<file path="src/rtl/dispatcher_pkg.sv">
// Shared constants for the destination dispatcher: widths, occupancy encoding, destination slice.
// No logic; imported by dest_dispatcher and dispatch_skid2.
// Backpressure: not applicable.
package dispatcher_pkg;

    localparam int DISP_DATA_W  = 10;
    localparam int DISP_DEST_W  = 2;
    localparam int N_DEST       = 4;
    // Destination field msb sits DEST_MSB_OFS below DATA_W, spanning DEST_W bits downward.
    localparam int DEST_MSB_OFS = 1;

    typedef enum logic [1:0] {
        EMPTY = 2'd0,
        ONE   = 2'd1,
        TWO   = 2'd2
    } occ_state_t;

endpackage

</file>
<file path="src/rtl/dispatch_skid2.sv">
// Two-entry in-order word buffer holding words read from the source FIFO.
// Latency: a written word is visible at head the cycle after wr_en.
// Backpressure: caller must not write when full unless it reads in the same cycle.
module dispatch_skid2 #(
    parameter int DATA_W = 10
) (
    input  logic              clk,
    input  logic              reset,
    input  logic              wr_en,
    input  logic [DATA_W-1:0] wr_data,
    input  logic              rd_en,
    output logic [DATA_W-1:0] head,
    output logic              head_valid,
    output logic [1:0]        count
);

    logic [DATA_W-1:0] mem [2];
    logic              wr_ptr;
    logic              rd_ptr;

    always_ff @(posedge clk or negedge reset) begin
        if (!reset) begin
            mem[0] <= '0;
            mem[1] <= '0;
            wr_ptr <= 1'b0;
            rd_ptr <= 1'b0;
            count  <= 2'd0;
        end else begin
            if (wr_en) begin
                mem[wr_ptr] <= wr_data;
                wr_ptr      <= ~wr_ptr;
            end
            if (rd_en) begin
                rd_ptr <= ~rd_ptr;
            end
            count <= count + {1'b0, wr_en} - {1'b0, rd_en};
        end
    end

    assign head       = mem[rd_ptr];
    assign head_valid = (count != 2'd0);

endmodule

</file>
<file path="src/rtl/dest_dispatcher.sv">
// Pops a source FIFO and routes each word, in strict order, to one of four destination FIFOs by its top bits.
// Latency: pop to push is two cycles minimum; one word per cycle sustained. Optional counters: DISPATCH_CNT_EN.
// Backpressure: a head whose destination is almost full stalls every later word; reads stop at occupancy 2.
module dest_dispatcher
    import dispatcher_pkg::*;
#(
    parameter int DATA_W = DISP_DATA_W,
    parameter int DEST_W = DISP_DEST_W
) (
    input  logic              clk,
    input  logic              reset,
    input  logic              empty_in,
    output logic              pop_in,
    input  logic [DATA_W-1:0] in_data,
    input  logic              almost_full_P0,
    input  logic              almost_full_P1,
    input  logic              almost_full_P2,
    input  logic              almost_full_P3,
    output logic              push_F0,
    output logic              push_F1,
    output logic              push_F2,
    output logic              push_F3,
    output logic [DATA_W-1:0] out_FIFO_0,
    output logic [DATA_W-1:0] out_FIFO_1,
    output logic [DATA_W-1:0] out_FIFO_2,
    output logic [DATA_W-1:0] out_FIFO_3,
    output logic [7:0]        cnt_P0,
    output logic [7:0]        cnt_P1,
    output logic [7:0]        cnt_P2,
    output logic [7:0]        cnt_P3
);

    occ_state_t        state;
    occ_state_t        state_nxt;
    logic              rd_pend;
    logic [1:0]        occ_after;
    logic              wr_en;
    logic [DATA_W-1:0] head;
    logic              head_valid;
    logic [1:0]        buf_count;
    logic [DEST_W-1:0] dest;
    logic [N_DEST-1:0] af_vec;
    logic [N_DEST-1:0] push_vec;
    logic              push_fire;

    // A live entry is never overwritten: a capture into a full buffer needs a retire in the same cycle.
    assign wr_en = rd_pend & ((buf_count != 2'd2) | push_fire);

    dispatch_skid2 #(.DATA_W(DATA_W)) u_skid (
        .clk        (clk),
        .reset      (reset),
        .wr_en      (wr_en),
        .wr_data    (in_data),
        .rd_en      (push_fire),
        .head       (head),
        .head_valid (head_valid),
        .count      (buf_count)
    );

    assign af_vec = {almost_full_P3, almost_full_P2, almost_full_P1, almost_full_P0};
    assign dest   = head[DATA_W-DEST_MSB_OFS -: DEST_W];

    always_comb begin
        push_vec = '0;
        for (int k = 0; k < N_DEST; k++) begin
            if (head_valid && (dest == DEST_W'(k)) && !af_vec[k]) begin
                push_vec[k] = 1'b1;
            end
        end
    end

    assign push_fire = |push_vec;

    always_ff @(posedge clk or negedge reset) begin
        if (!reset) begin
            state   <= EMPTY;
            rd_pend <= 1'b0;
        end else begin
            state   <= state_nxt;
            rd_pend <= pop_in;
        end
    end

    // Occupancy includes the read in flight, so a new read is issued only if it cannot overflow.
    always_comb begin
        state_nxt = state;
        occ_after = state - 2'(push_fire);
        pop_in    = reset & ~empty_in & (occ_after <= 2'd1);
        case ({pop_in, push_fire})
            2'b10:   state_nxt = (state == EMPTY) ? ONE : TWO;
            2'b01:   state_nxt = (state == TWO) ? ONE : EMPTY;
            default: state_nxt = state;
        endcase
    end

    assign push_F0    = push_vec[0];
    assign push_F1    = push_vec[1];
    assign push_F2    = push_vec[2];
    assign push_F3    = push_vec[3];
    assign out_FIFO_0 = push_vec[0] ? head : '0;
    assign out_FIFO_1 = push_vec[1] ? head : '0;
    assign out_FIFO_2 = push_vec[2] ? head : '0;
    assign out_FIFO_3 = push_vec[3] ? head : '0;

`ifdef DISPATCH_CNT_EN
    logic [7:0] cnt [N_DEST];

    always_ff @(posedge clk or negedge reset) begin
        if (!reset) begin
            for (int k = 0; k < N_DEST; k++) cnt[k] <= '0;
        end else begin
            for (int k = 0; k < N_DEST; k++) begin
                if (push_vec[k]) cnt[k] <= cnt[k] + 8'd1;
            end
        end
    end

    assign cnt_P0 = cnt[0];
    assign cnt_P1 = cnt[1];
    assign cnt_P2 = cnt[2];
    assign cnt_P3 = cnt[3];
`else
    assign cnt_P0 = '0;
    assign cnt_P1 = '0;
    assign cnt_P2 = '0;
    assign cnt_P3 = '0;
`endif

endmodule
</file>
<file path="config.mk">
export PLATFORM = sky130hd
export DESIGN_NAME = dest_dispatcher
export DESIGN_NICKNAME = d
export VERILOG_FILES = /design/src/rtl/dispatcher_pkg.sv /design/src/rtl/dispatch_skid2.sv /design/src/rtl/dest_dispatcher.sv
export SDC_FILE = /design/constraint.sdc
export NUM_CORES = 1
export LEC_CHECK = 0
export CAP_MARGIN = 20
export CORE_ASPECT_RATIO = 0.9
export CORE_MARGIN = 4
export CORE_UTILIZATION = 59
export CTS_BUF_LIST = sky130_fd_sc_hd__clkbuf_4
export DETAILED_ROUTE_END_ITERATION = 6
export DONT_BUFFER_PORTS = 1
export PLACE_DENSITY = 0.8
export SYNTH_ARGS = -nofsm -noshare
export SYNTH_HDL_FRONTEND = slang
export SYNTH_SLANG_ARGS = --single-unit
</file>
<file path="constraint.sdc">
create_clock -name clk -period 5.7 [get_ports clk]
set_input_delay 0.57 -clock clk [delete_from_list [all_inputs] [get_ports clk]]
set_output_delay 0.57 -clock clk [all_outputs]
set_load 0.02 [all_outputs]
</file>
# Word-level counts from Yosys, hierarchy flattened
# Cells that the tools add are included.
[word_totals] out_inout_bits=77 wordCells=65 regBits=27
[op_classes] bitwise=9 order_cmp=4 n_mux=17 eq_ne=7 n_addsub=3 reduce_logical=18
[ops] cell="10-bit 2-to-1 mux" n=8
[ops] cell="20-bit bitwise mux" n=1
[ops] cell="10-bit demux with 1-bit select" n=1
[ops] cell="1-bit logical AND" n=9
[ops] cell="2-bit == test, second input constant" n=4
[ops] cell="1-bit 2-to-1 mux" n=5
[ops] cell="2-bit by 1-bit == test with 1-bit output, second input constant" n=2
[ops] cell="2-bit >= comparator, second input constant" n=2
[ops] cell="1-bit logical NOT" n=4
[ops] cell="2-bit logical NOT" n=2
[ops] cell="1-bit NOT with 2-bit output" n=2
[ops] cell="2-bit one-hot mux with 2 select lines" n=1
[ops] cell="2-bit nonzero test" n=2
[ops] cell="4-bit OR reduction" n=1
[ops] cell="2-bit by 1-bit subtractor with 2-bit output" n=2
[ops] cell="1-bit AND" n=3
[ops] cell="1-bit NOT" n=3
[ops] cell="2-bit by 1-bit adder with 2-bit output" n=1
[ops] cell="2-bit by 1-bit less-or-equal comparator with 1-bit output, second input constant" n=1
[ops] cell="2-bit by 1-bit < comparator with 1-bit output, second input constant" n=1
[ops] cell="2-bit 2-to-1 mux" n=1
[ops] cell="2-bit != test, second input constant" n=1
[ops] cell="1-bit bitwise OR" n=1

# Depth between registers and ports, before layout
# Gate-level depths: netlist of the first run.
[logic_depth] word_depth=14 mapped_depth=10

# Cells and area by module
# From an unflattened synthesis of the first run, not the netlist that was laid out.
[hier_totals] cells_unflattened=165 area_unflattened_um2=1834.3
[modules_own_cells] mod="dispatch_skid2" cells_each=67 seq_area_each_um2=600.6 area_each_um2=1081.0 n_inst=1
[modules_own_cells] mod="dest_dispatcher" cells_each=98 seq_area_each_um2=75.1 area_each_um2=753.2 n_inst=1

# Worst setup path after synthesis of the first run
# OpenSTA, ideal clock, no wires.
[synth_timing] path_type="register to output" from="register u_skid.rd_ptr" to="output pop_in" path_buffers=0 arrival_time_ps=1824 path_stages_with_launch=8 path_slack_ps=3306 cell_sequence="dfrtp_1 > mux2_4 > mux2i_1 > a22o_1 > ha_1 > xnor2_1 > nand3b_1 > inv_1"
[synth_via] elab_chain_len=12
[synth_rtl] element="start: declaration" line="dispatch_skid2.sv:19" rtl="logic rd_ptr;"
[synth_rtl] element="start signal: assignment" line="dispatch_skid2.sv:34" rtl="rd_ptr <= ~rd_ptr;"
[synth_rtl] element="1-bit NOT with 2-bit output (implied by the code) *" line="dispatch_skid2.sv:40" rtl="assign head = mem[rd_ptr];"
[synth_rtl] element="10-bit 2-to-1 mux (implied by the code) * (3 in series)" line="dispatch_skid2.sv:40"
[synth_rtl] element="2-bit by 1-bit == test with 1-bit output (tied with other cells)" line="dest_dispatcher.sv:66" rtl="if (head_valid && (dest == DEST_W'(k)) && !af_vec[k]) begin"
[synth_rtl] element="1-bit logical AND (2 in series)" line="dest_dispatcher.sv:66"
[synth_rtl] element="1-bit 2-to-1 mux" line="dest_dispatcher.sv:66"
[synth_rtl] element="4-bit OR reduction *" line="dest_dispatcher.sv:72" rtl="assign push_fire = |push_vec;"
[synth_rtl] element="named net push_fire" line="dest_dispatcher.sv:44" rtl="logic push_fire;"
[synth_rtl] element="2-bit by 1-bit subtractor with 2-bit output *" line="dest_dispatcher.sv:87" rtl="occ_after = state - 2'(push_fire);"
[synth_rtl] element="2-bit by 1-bit less-or-equal comparator with 1-bit output *" line="dest_dispatcher.sv:88" rtl="pop_in = reset & ~empty_in & (occ_after <= 2'd1);"
[synth_rtl] element="1-bit AND *" line="dest_dispatcher.sv:88"
[synth_rtl] element="end: declaration" line="dest_dispatcher.sv:13" rtl="output logic pop_in,"
# Mark *: on every way through the listed nets, which the timed path passes. The rest lies on a longest branch. The select of a mux whose other input is x is not followed.

# Worst setup path after layout of the first run
# Same ends and word-level chain as after synthesis.

==> metrics.cfg, run 1 <==
[timing]
max_freq_mhz=291
final-setup-viol-count=0
skew_ps=13.0
drv_slew=0
tns_ps=0
worst_pin_slew_ps=643
min_period_over_period_pct=60.3
rsz0062_at_grt=false
hold_viol_final=0
finalCriticalPeriod_ps=3440
setup_ws_ps=2260
relSlewSlack_pct=57.1

[clock_network]
htree_num_levels=1
clock-sinks=27
clk_pin_slew_worst_paths_ps=150
cts_tree=done
clock_latency_ps=320
root_buffer=clkbuf_4
clockBufferDepth=2
cts_inserted_buffers=3

[floorplanning]
fp.dieH_um=60.1
rows=18
die_w_um=65.9
die_area_um2=3960
core_um2=2820
pin_count=94
initial_core_util_pct=63.3

[global_route]
grt_max_degree=28
grt_antenna_before_repair=0
grt_pass1_wl_mm=5.16
grt-ovfl-total=0
grt_pass1_vias=1016
grt_usage_pct=16.8

[synthesis]
ys_top_cells_by_area=dfrtp_1 (38%), buf_4 (15%), mux2_4 (9.3%)
yosysMostFrequentCell=nor2_1
netlist.top_cell.by_area=dfrtp_1
avgSynthCellArea_um2=10.1
yosysSeqAreaShare_pct=37.9
ys.flop_type=dfrtp_1
ys_warn_count=0
syn_area_um2=1780
ys_ff_latch=27
synth_edf_count=0
yosysUniqueCellTypes=28
async_flop_share_pct=100
synth_top_area_share_pct=37.9
synthTopCellsByCount=nor2_1 (38), buf_4 (36), dfrtp_1 (27)
postSynthCellCount=177

[setup_path]
r2r_slack_ps=2640
reg2reg_to=state[1]
crit_fanout=12
end_kind=output port
rr_worst_depth=10
crit_type=reg2out
critical_path_required_ps=5130
r2r_start=u_skid.rd_ptr
startpoint=u_skid.rd_ptr
cp-start-kind=flip-flop
cp.arrival_ps=2870

[power]
irDropWorstVdd_v=0.000307
p_clk_share_pct=7.4
intPower_mw=0.565
switching_power_mw=0.526
leakagePower_nw=0.880
p_sw_share_pct=48.2
p_seq_share_pct=34.0
powerDensity_nw_per_um2=630
combPwrFrac_pct=58.6

[place]
gp_congestion=0.813
place_ws_ps=2630
hpwlAfterDp_mm=2.69
io_buffers=0

[run_status]
outcome=finished clean

[layout]
diodes=0
drive_gt1_share_pct=16.2
nNetsFinal=201
num-fill-cells=234
syn2layout_area_growth_pct=-2.81

[detailed_routing]
wl_per_cell_um=16.0
wirelength_mm=3.50
firstDrtPassIters=4
vias_per_cell=5.17
vias=1132
drt_iter0_drc=60
ant_nets=0
route.detailed.drc=0

[hold_path]
worstHoldPathType=in2async

[job]
drv_cap=0

sequential cells by signal (all words and copies together), names as in the netlist:
name and cells:
rd_pend 1, u_skid.mem 20, u_skid.rd_ptr 1, u_skid.count 2, u_skid.wr_ptr 1, state 2
worst max-delay path: stages, from the launching register on:
cell and delay, ps:
dfrtp_1 780, mux2_2 420, nor2_1 280, a22o_1 370, ha_1 240, xnor2_1 140
nand3b_1 130, inv_1 190
cells in the final DEF, fill, tap and decap left out, types with 2 or more instances in the layout:
master    count
mux2i_1      11
a21oi_1       2
dfrtp_1      27
nand2_1       5
conb_1       36
mux2_1       10
nor2_1       38
xnor2_1       5
ha_1          4
inv_1         4
mux2_4       11
clkbuf_4      3
inv_2         8
layer usage:
metal	track usage (%)	vias to the layer above	part of all wire (%)
met5	0	-	0
met4	4.73	0	1.0
met3	3.57	4	13
met2	27.7	79	48
met1	22.4	548	38
li1	-	501	-
worst max-delay path by stage:
stage | endpoint | depth (start not counted)
after floorplan | pop_in | 7
after global placement | pop_in | 7
after detailed placement | pop_in | 7
after CTS | pop_in | 7
after global routing | pop_in | 7
final | pop_in | 7
metrics by stage:
stage          util (%)  instance area, um2  hold WS, ps  total power, mW  cells
2_1_floorplan         -                1910          274            0.919    212
3_3_place_gp       59.4                1670          275            0.961    213
3_5_place_dp       59.4                1670          275             1.00    213
4_1_cts            61.1                1720         39.2             1.09    218
5_1_grt            61.5                1730         29.6             1.17    219
6_report           61.5                1730         45.1             1.09    219
layout make-up:
type | instances | area (um2) | share of cell area, %
Timing Repair Buffer | 2 | 31.3 | 1.81
Clock inverter | 1 | 5.00 | 0.289
Inverter | 12 | 45.0 | 2.60
Multi-Input combinational cell | 134 | 902 | 52.1
Sequential cell | 27 | 676 | 39.0
Clock buffer | 3 | 22.5 | 1.30
Tap cell | 40 | 50.0 | 2.89
cells by family (layout without fill, tap and decap cells):
logic type,after synthesis,after routing,share of synthesized area [%]
adder cells (fa/ha/maj),4,4,2.81
flip-flops,27,27,37.9
buffers and inverters,51,18,18.8
multiplexers,33,33,22.4
XOR/XNOR,6,6,2.95
other,1,36,0.210
AND/OR/NAND/NOR,49,49,11.8
AO/OA/AOI/OAI,6,6,3.09
what timing repair did:
action / 4_1_cts / 5_1_grt
hold buffers: 1 / 0
buffers inserted: 0 / 0
resized for setup: 0 / 0
endpoints found under the setup margin: 0 / 0
endpoints found under the hold margin: 27 / 0
power by group through the flow:
stage / sequential (mW) / clock, mW / combinational [mW]
after global routing: 0.382 / 0.0934 / 0.696
final: 0.372 / 0.0805 / 0.639
after detailed placement: 0.373 / 0 / 0.630
after floorplan: 0.338 / 0 / 0.581
after CTS: 0.369 / 0.0839 / 0.637
after global placement: 0.368 / 0 / 0.593
No activity file was read; power rests on OpenSTA's default activity.
==> run 2: changes to the inputs <==
--- a/config.mk
+++ b/config.mk
@@ -12,7 +12,7 @@
 export CTS_BUF_LIST = sky130_fd_sc_hd__clkbuf_4
 export DETAILED_ROUTE_END_ITERATION = 6
 export DONT_BUFFER_PORTS = 1
-export PLACE_DENSITY = 0.8
+export PLACE_DENSITY = 0.83
 export SYNTH_ARGS = -nofsm -noshare
 export SYNTH_HDL_FRONTEND = slang
 export SYNTH_SLANG_ARGS = --single-unit
==> constraint.sdc (replaced) <==
create_clock -name clk -period 3.1 [get_ports clk]
set_input_delay 0.31 -clock clk [delete_from_list [all_inputs] [get_ports clk]]
set_output_delay 0.31 -clock clk [all_outputs]
set_load 0.02 [all_outputs]
==> metrics.cfg, run 2 (synthesis results as in run 1) <==
[run_status]
outcome=finished clean

[detailed_routing]
vias_per_cell=5.15
wl_per_cell_um=15.8
dr_wl_met3_um=389
route.detailed.drc=0
vias=1144
wl_met2_mm=1.73
top_layer=met4
wirelength_mm=3.50
ant_nets=0
drt_iter0_drc=39
firstDrtPassIters=4
wl_met1_mm=1.32

[place]
hpwlAfterDp_mm=2.75
post-place-cells=216
gp_congestion=0.763
place_ws_ps=377
io_buffers=0
place_area_um2=1700

[job]
drv_cap=0

[timing]
setup_ws_ps=164
max_freq_mhz=341
finalCriticalPeriod_ps=2940
skew_ps=16.5
final-setup-viol-count=0
min_period_over_period_pct=94.7
hold_viol_final=0
tns_ps=0
rsz0062_at_grt=false
drv_slew=0

[power]
irDropWorstVdd_v=0.000562
total_power_mw=2.01
powerDensity_nw_per_um2=1140
leakagePower_nw=0.893

[setup_path]
crit_type=reg2out
end_kind=output port
critical_path_required_ps=2790
cp.arrival_ps=2630
crit_fanout=7
cp-start-kind=flip-flop

[layout]
largest_reg_flops=20
final_cells=222
regMostFlops=u_skid.mem
drive_gt1_share_pct=17.0
diodes=0
final_common_cell=nor2_1
top_regs=u_skid.mem (20), state (2), u_skid.count (2)
final_area_um2=1750
syn2layout_area_growth_pct=-1.62
nNetsFinal=204
layout_common_cells=nor2_1 (38), conb_1 (36), dfrtp_1 (27), mux2_4 (11), mux2i_1 (11)

[floorplanning]
initial_core_util_pct=63.3
pin_count=94
fp.dieH_um=60.1
die_w_um=65.9
core_um2=2820
die_area_um2=3960
rows=18

[global_route]
grt_max_degree=28
grt_pass1_wl_mm=5.09
grt_antenna_before_repair=0
grt_usage_pct=17.4
grt_pass1_vias=1060
grt-ovfl-total=0

[clock_network]
cts_tree=done
clockBufferDepth=2
cts_setup_buffers=0
root_buffer=clkbuf_4
clk_pin_slew_worst_paths_ps=150
clock-sinks=27
htree_num_levels=1
cts_inserted_buffers=3
clock_latency_ps=330

[hold_path]
worstHoldPathType=in2reg

run 2: cell count changes in the layout (fill, tap and decap cells not counted), sizes merged:
| cell | delta |
|---|---|
| dlygate4sd3 | +1 |
| buf | +2 |
run 2: path summary, 6_finish.rpt:
kind                            depth (start not counted)          start             end  slack, ps
worst max-delay path                                    7  u_skid.rd_ptr          pop_in        160
worst min-delay path                                    1     in_data[3]   u_skid.mem[3]        100
worst max register to register                         10  u_skid.rd_ptr        state[1]        330
worst min register to register                          1  u_skid.mem[8]   u_skid.mem[8]        500
max in group asynchronous                               2          reset   u_skid.rd_ptr       2540
min in group asynchronous                               2          reset  u_skid.mem[12]        400
run 2: area by class of cell:
type	count	area (um2)
sequential	27	676
clock inverter	1	5.00
timing repair buffer	5	52.6
tap	40	50.0
clock buffer	3	22.5
multi-input combinational	134	902
fill	194	1060
inverter	12	45.0
run 2: repair_timing:
item	in CTS	in global routing
hold endpoints to repair	27	0
hold buffers	2	0
gates resized for setup	0	0
run 2: metal layers:
layer  track usage [%]  up-vias
met2              26.6       73
met3              4.70        6
met1              22.0      556
met5                 0        -
met4              10.4        0
li1                  -      509
run 2: power by group:
part | internal [mW] | switching (mW)
sequential | 0.535 | 0.130
clock | 0.0483 | 0.102
combinational | 0.461 | 0.731
total | 1.04 | 0.962
run 2: metrics by stage:
stage | hold slack [ps] | utilization (%)
2_1_floorplan | 14.4 | -
3_3_place_gp | 15.2 | 60.2
3_5_place_dp | 15.1 | 60.2
4_1_cts | 97.6 | 62.3
5_1_grt | 85.9 | 62.3
6_report | 104 | 62.3
run 2: critical path, stage by stage (launching register included):
cell and delay [ps]:
dfrtp_1 560, mux2_4 370, mux2i_1 330, a22o_1 340, ha_1 240, xnor2_1 140, nand3b_1 140, inv_1 200
